$ cat src/rtl/l1_l2_arbiter_pkg.sv
// Shared LC-3b memory-side types: word/line widths and the L1->L2 arbiter state encoding.
package lc3b_types;

    typedef logic [15:0]  lc3b_word;
    typedef logic [127:0] lc3b_cache_line;

    typedef enum logic [1:0] {
        IDLE   = 2'd0,
        BUSY_I = 2'd1,
        BUSY_D = 2'd2,
        DONE   = 2'd3
    } arb_state_e;

    localparam logic GRANT_I = 1'b0;
    localparam logic GRANT_D = 1'b1;

endpackage

$ cat src/rtl/sat_counter16.sv
// 16-bit event counter that sticks at all-ones instead of wrapping.
module sat_counter16
    import lc3b_types::*;
(
    input  logic     clk,
    input  logic     rst_n,
    input  logic     en_i,
    output lc3b_word count_o
);

    lc3b_word count_q;
    lc3b_word count_d;

    always_comb begin
        count_d = count_q;
        if (en_i && (count_q != 16'hFFFF)) begin
            count_d = count_q + 16'd1;
        end
    end

    always_ff @(posedge clk or negedge rst_n) begin
        if (!rst_n) begin
            count_q <= '0;
        end else begin
            count_q <= count_d;
        end
    end

    assign count_o = count_q;

endmodule

$ cat src/rtl/l1_l2_arbiter.sv
// Shares one L2 port between the icache and dcache; ties alternate via last_grant,
// and a one-cycle DONE gap lets the winner retire its request before re-arbitration.
module l1_l2_arbiter
    import lc3b_types::*;
#(
    parameter bit D_FIRST = 1'b1
) (
    input  logic           clk,
    input  logic           rst_n,

    input  lc3b_word       icache_address,
    input  logic           icache_read,
    input  logic           icache_write,
    input  lc3b_cache_line icache_wdata,
    output lc3b_cache_line icache_rdata,
    output logic           icache_mem_resp,

    input  lc3b_word       dcache_address,
    input  logic           dcache_read,
    input  logic           dcache_write,
    input  lc3b_cache_line dcache_wdata,
    output lc3b_cache_line dcache_rdata,
    output logic           dcache_mem_resp,

    input  lc3b_cache_line l2_rdata,
    input  logic           l2_mem_resp,
    output lc3b_word       l2_address,
    output lc3b_cache_line l2_wdata,
    output logic           l2_read,
    output logic           l2_write,

    output lc3b_word       icache_grants,
    output lc3b_word       dcache_grants
);

    arb_state_e state_q, state_d;
    logic       last_grant_q, last_grant_d;
    logic       i_pend, d_pend;
    logic       grant_i, grant_d;

    assign i_pend = icache_read | icache_write;
    assign d_pend = dcache_read | dcache_write;

    assign icache_rdata = l2_rdata;
    assign dcache_rdata = l2_rdata;

    always_comb begin
        state_d         = state_q;
        last_grant_d    = last_grant_q;
        grant_i         = 1'b0;
        grant_d         = 1'b0;
        l2_address      = '0;
        l2_wdata        = '0;
        l2_read         = 1'b0;
        l2_write        = 1'b0;
        icache_mem_resp = 1'b0;
        dcache_mem_resp = 1'b0;

        unique case (state_q)
            IDLE: begin
                // icache wins when alone, or on a tie when dcache was served last
                if (i_pend && (!d_pend || (last_grant_q == GRANT_D))) begin
                    state_d      = BUSY_I;
                    last_grant_d = GRANT_I;
                    grant_i      = 1'b1;
                end else if (d_pend) begin
                    state_d      = BUSY_D;
                    last_grant_d = GRANT_D;
                    grant_d      = 1'b1;
                end
            end
            BUSY_I: begin
                l2_address = icache_address;
                l2_wdata   = icache_wdata;
                l2_write   = icache_write;
                l2_read    = icache_read & ~icache_write;
                if (!i_pend) begin
                    state_d = IDLE;
                end else if (l2_mem_resp) begin
                    icache_mem_resp = 1'b1;
                    state_d         = DONE;
                end
            end
            BUSY_D: begin
                l2_address = dcache_address;
                l2_wdata   = dcache_wdata;
                l2_write   = dcache_write;
                l2_read    = dcache_read & ~dcache_write;
                if (!d_pend) begin
                    state_d = IDLE;
                end else if (l2_mem_resp) begin
                    dcache_mem_resp = 1'b1;
                    state_d         = DONE;
                end
            end
            DONE: begin
                state_d = IDLE;
            end
            default: begin
                state_d = IDLE;
            end
        endcase

        // Outputs drop the instant reset asserts, not just after the state register clears
        if (!rst_n) begin
            l2_read         = 1'b0;
            l2_write        = 1'b0;
            icache_mem_resp = 1'b0;
            dcache_mem_resp = 1'b0;
        end
    end

    always_ff @(posedge clk or negedge rst_n) begin
        if (!rst_n) begin
            state_q      <= IDLE;
            last_grant_q <= ~D_FIRST;
        end else begin
            state_q      <= state_d;
            last_grant_q <= last_grant_d;
        end
    end

    sat_counter16 u_icache_grants (
        .clk     (clk),
        .rst_n   (rst_n),
        .en_i    (grant_i),
        .count_o (icache_grants)
    );

    sat_counter16 u_dcache_grants (
        .clk     (clk),
        .rst_n   (rst_n),
        .en_i    (grant_d),
        .count_o (dcache_grants)
    );

endmodule

$ cat config.mk
export PLATFORM = sky130hd
export DESIGN_NAME = l1_l2_arbiter
export DESIGN_NICKNAME = d
export VERILOG_FILES = /design/src/rtl/l1_l2_arbiter_pkg.sv /design/src/rtl/sat_counter16.sv /design/src/rtl/l1_l2_arbiter.sv
export SDC_FILE = /design/constraint.sdc
export NUM_CORES = 1
export LEC_CHECK = 0
export BUFFER_PORTS_ARGS = -buffer_cell sky130_fd_sc_hd__buf_2
export CORE_AREA = 2 2 338 340
export CTS_CLUSTER_DIAMETER = 40
export CTS_CLUSTER_SIZE = 14
export DETAILED_ROUTE_END_ITERATION = 10
export DIE_AREA = 0 0 340 342
export PLACE_DENSITY = 0.35
export SLEW_MARGIN = 15
export SYNTH_ARGS = -nofsm -noshare
export SYNTH_HDL_FRONTEND = slang
export SYNTH_SLANG_ARGS = --single-unit
$ cat constraint.sdc
create_clock -name clk -period 2.6 [get_ports clk]
set_clock_uncertainty 0.05 [all_clocks]
set_input_delay 0 -clock clk [delete_from_list [all_inputs] [get_ports clk]]
set_output_delay 0 -clock clk [all_outputs]
set_load 0.02 [all_outputs]
==> flow_summary.yaml <==
drt:
  wl_um: 61600
  avgRoutedWirePerCell_um: 23.5
  met3_length_um: 7320
  highest_layer: "met5"
  met1_length_um: 25100
  routed_via_density: 2.71
  vias: 7122
  drc: 0
  drt_pass1_iterations: 5
  ant_nets: 0
  drt_iter0_markers: 382
  wl_met2_um: 28300
logic_synthesis:
  synth.largest_area_cell: "buf_4"
  synth_edf_count: 0
  yosys_warnings: 0
  ys_async_sr_fraction_pct: 100
  syn-mean-instance-area_sq_um: 7.88
  ys_top_cells_by_area: "buf_4 32%, a22oi_1 18%, nor2b_1 15%"
  synth_top_cell_area_share_pct: 31.5
  synthesis.nets: 1205
  ys.flop_type: "dfrtp_1"
  synth_cells: 774
  synth.most_common_cell: "buf_4"
  synth.distinct_cells: 52
  seq_area_frac_synth_pct: 14.4
  synthesis.area_sq_um: 6100
  ys_seq_elements: 35
  synth_commonest_cells: "256 x buf_4, 146 x nor2b_1, 145 x a22oi_1"
global_routing:
  grt_pass1_wl_um: 74800
  grt_pass1_vias: 6837
  overflow: 0
  antenna_found_initial: 29
  grt_max_degree: 76
  grt_usage_pct: 9.85
worst_setup_path:
  reg2reg_slack_ns: 0.57
  crit_path_end_kind: "output pin"
  critical_path.max_fanout: 75
  reg2reg_depth: 5
  rr_startpoint: "u_icache_grants.count_o[0]"
  r2r_end: "u_icache_grants.count_o[1]"
  crit_path_start_kind: "flop"
  crit_arrival_ns: 2.42
  required_ns: 2.55
  setup.worst_path.class: "flop to output pin"
power:
  leakage_nw: 4.36
  pwr-share-seq_pct: 7.2
  p_per_area_nw_per_um2: 1090
  switching_share_pct: 59.5
  vdd_drop_max_uv: 449
  p_int_mw: 4.61
  pwr-share-comb_pct: 86.5
  p_clk_share_pct: 6.4
  p_sw_mw: 6.76
clock_network:
  clock_path_buffers: 2
  htree_num_levels: 2
  clk_latency_ns: 0.29
  cts_sinks: 35
  cts_inserted_buffers: 5
  cts_root_buf: "clkbuf_16"
  clk_pin_slew_ns: 0.06
  cts_tree: "built"
die:
  die_h_um: 342
  io_pins: 859
  start_util_pct: 5.39
  placementRows: 124
  die_w_um: 340
  core_area_sq_um: 113000
  die-area_sq_um: 116000
sta:
  slew_headroom_pct: 52.0
  rsz0062_at_grt: "false"
  fmaxAchievable_mhz: 406
  tightest_slew_ns: 0.718
  period_needed_ns: 2.47
  finalSetupTns_ns: 0
  setup_viol_count_final: 0
  slew_violations: 0
  holdWs_ns: 0.0779
  fin_crit_sh_pct: 94.8
  hold_viol: 0
worst_hold_path:
  hold_path.class: "input pin to flop"
  hp-start: "icache_read"
  min_path_cells: 4
  hold_end: "last_grant_q"
placement:
  numPortBuffers: 474
  dp_hpwl_um: 55100
  place_congestion: 0.769
cells_and_area:
  area_delta_synth_final_pct: 71.7
  drive_above_1_share_pct: 49.3
  nNetsFinal: 1536
run_status:
  status: "complete, no violations"
run:
  maxCapViolations: 0
-- worst max-delay path, stage by stage (launching register included) --
cell	delay, ns
dfrtp_1	0.45
inv_1	0.19
ha_4	0.22
buf_12	0.16
a22oi_1	0.64
nor2b_4	0.17
buf_12	0.18
-- stage by stage --
step	utilization, %	setup WS (ns)	total power, mW	instances	cell area, sq um
5_1_grt	9.25	0.00521	12.3	2622	10500
6_report	9.26	0.135	11.4	2625	10500
4_1_cts	9.19	0.0101	11.8	2615	10400
2_1_floorplan	-	0.750	5.76	774	6100
3_5_place_dp	7.86	-0.0385	10.5	2478	8890
3_3_place_gp	7.86	-0.0547	10.5	2478	8890
-- power by group through the flow --
stage,sequential (mW),combinational (mW),clock (mW)
2_1_floorplan,0.874,4.89,0
3_3_place_gp,0.830,9.65,0
3_5_place_dp,0.830,9.63,0
4_1_cts,0.817,10.2,0.761
5_1_grt,0.841,10.7,0.781
6_report,0.813,9.82,0.725
-- repair_timing --
action,in CTS,in global routing
hold endpoints to repair,266,0
gates resized for setup,10,7
setup buffers,0,3
endpoints found under the setup margin,10,7
hold buffers,129,0
gates cloned,0,0
-- worst max-delay path by stage --
stage | depth (start not counted) | start | endpoint
floorplan | 7 | state_q[0] | l2_wdata[0]
global placement | 6 | state_q[0] | l2_wdata[8]
detailed placement | 6 | state_q[0] | l2_wdata[8]
finish | 6 | state_q[0] | l2_address[11]
CTS | 6 | state_q[0] | l2_wdata[83]
global route | 6 | state_q[0] | l2_wdata[83]
-- cells in the final DEF (no fill, tap or decap), types with 2 or more instances in the layout --
cell,n
nor3_1,3
a22oi_2,10
nor2b_2,2
and3_1,3
nor4b_2,2
nor2b_1,141
o211ai_1,4
mux2i_1,2
buf_2,453
o22a_1,2
a31oi_1,2
nor4_2,2
a21oi_1,3
mux2_1,2
nor2b_4,3
and2_1,2
ha_4,3
nor2_1,7
nand3b_1,2
dfrtp_1,35
buf_12,30
and4_1,7
o21ai_2,3
xor2_1,10
dlygate4sd3_1,129
ha_1,5
xnor2_1,16
nor4_1,2
diode_2,7
a22oi_1,135
clkbuf_16,5
inv_1,5
nand2_1,11
nand3_1,7
buf_4,19
nand4_1,15
-- cells by family (layout without fill, tap and decap cells) --
family                   after synthesis  count (layout)  share of synthesized area [%]
buffers and inverters                312             644                           35.2
other                                  0               7                              0
XOR/XNOR                              26              26                           3.73
AO/OA/AOI/OAI                        166             166                           20.4
adder cells (fa/ha/maj)                8               8                           1.64
multiplexers                           5               5                          0.944
AND/OR/NAND/NOR                      222             222                           23.7
flip-flops                            35              35                           14.4
-- cell type report --
cell class	count	area, sq um
multi-input cells	427	3190
well taps	1512	1890
diodes	7	17.5
inverters	5	18.8
clock buffers	6	139
clock inverters	2	35.0
fillers	13200	103000
flip-flops and latches	35	876
repair buffers	631	4300
-- flip-flops by register name, indices dropped and copies added, names as in the netlist --
name                     flops
u_icache_grants.count_o     16
u_dcache_grants.count_o     16
last_grant_q                 1
state_q                      2
-- layer usage --
metal	vias up	global-route usage (%)
met5	-	0
met4	10	1.24
met3	80	4.48
met2	569	16.1
met1	3349	12.1
li1	3114	-
No activity file was read; power rests on OpenSTA's default activity.
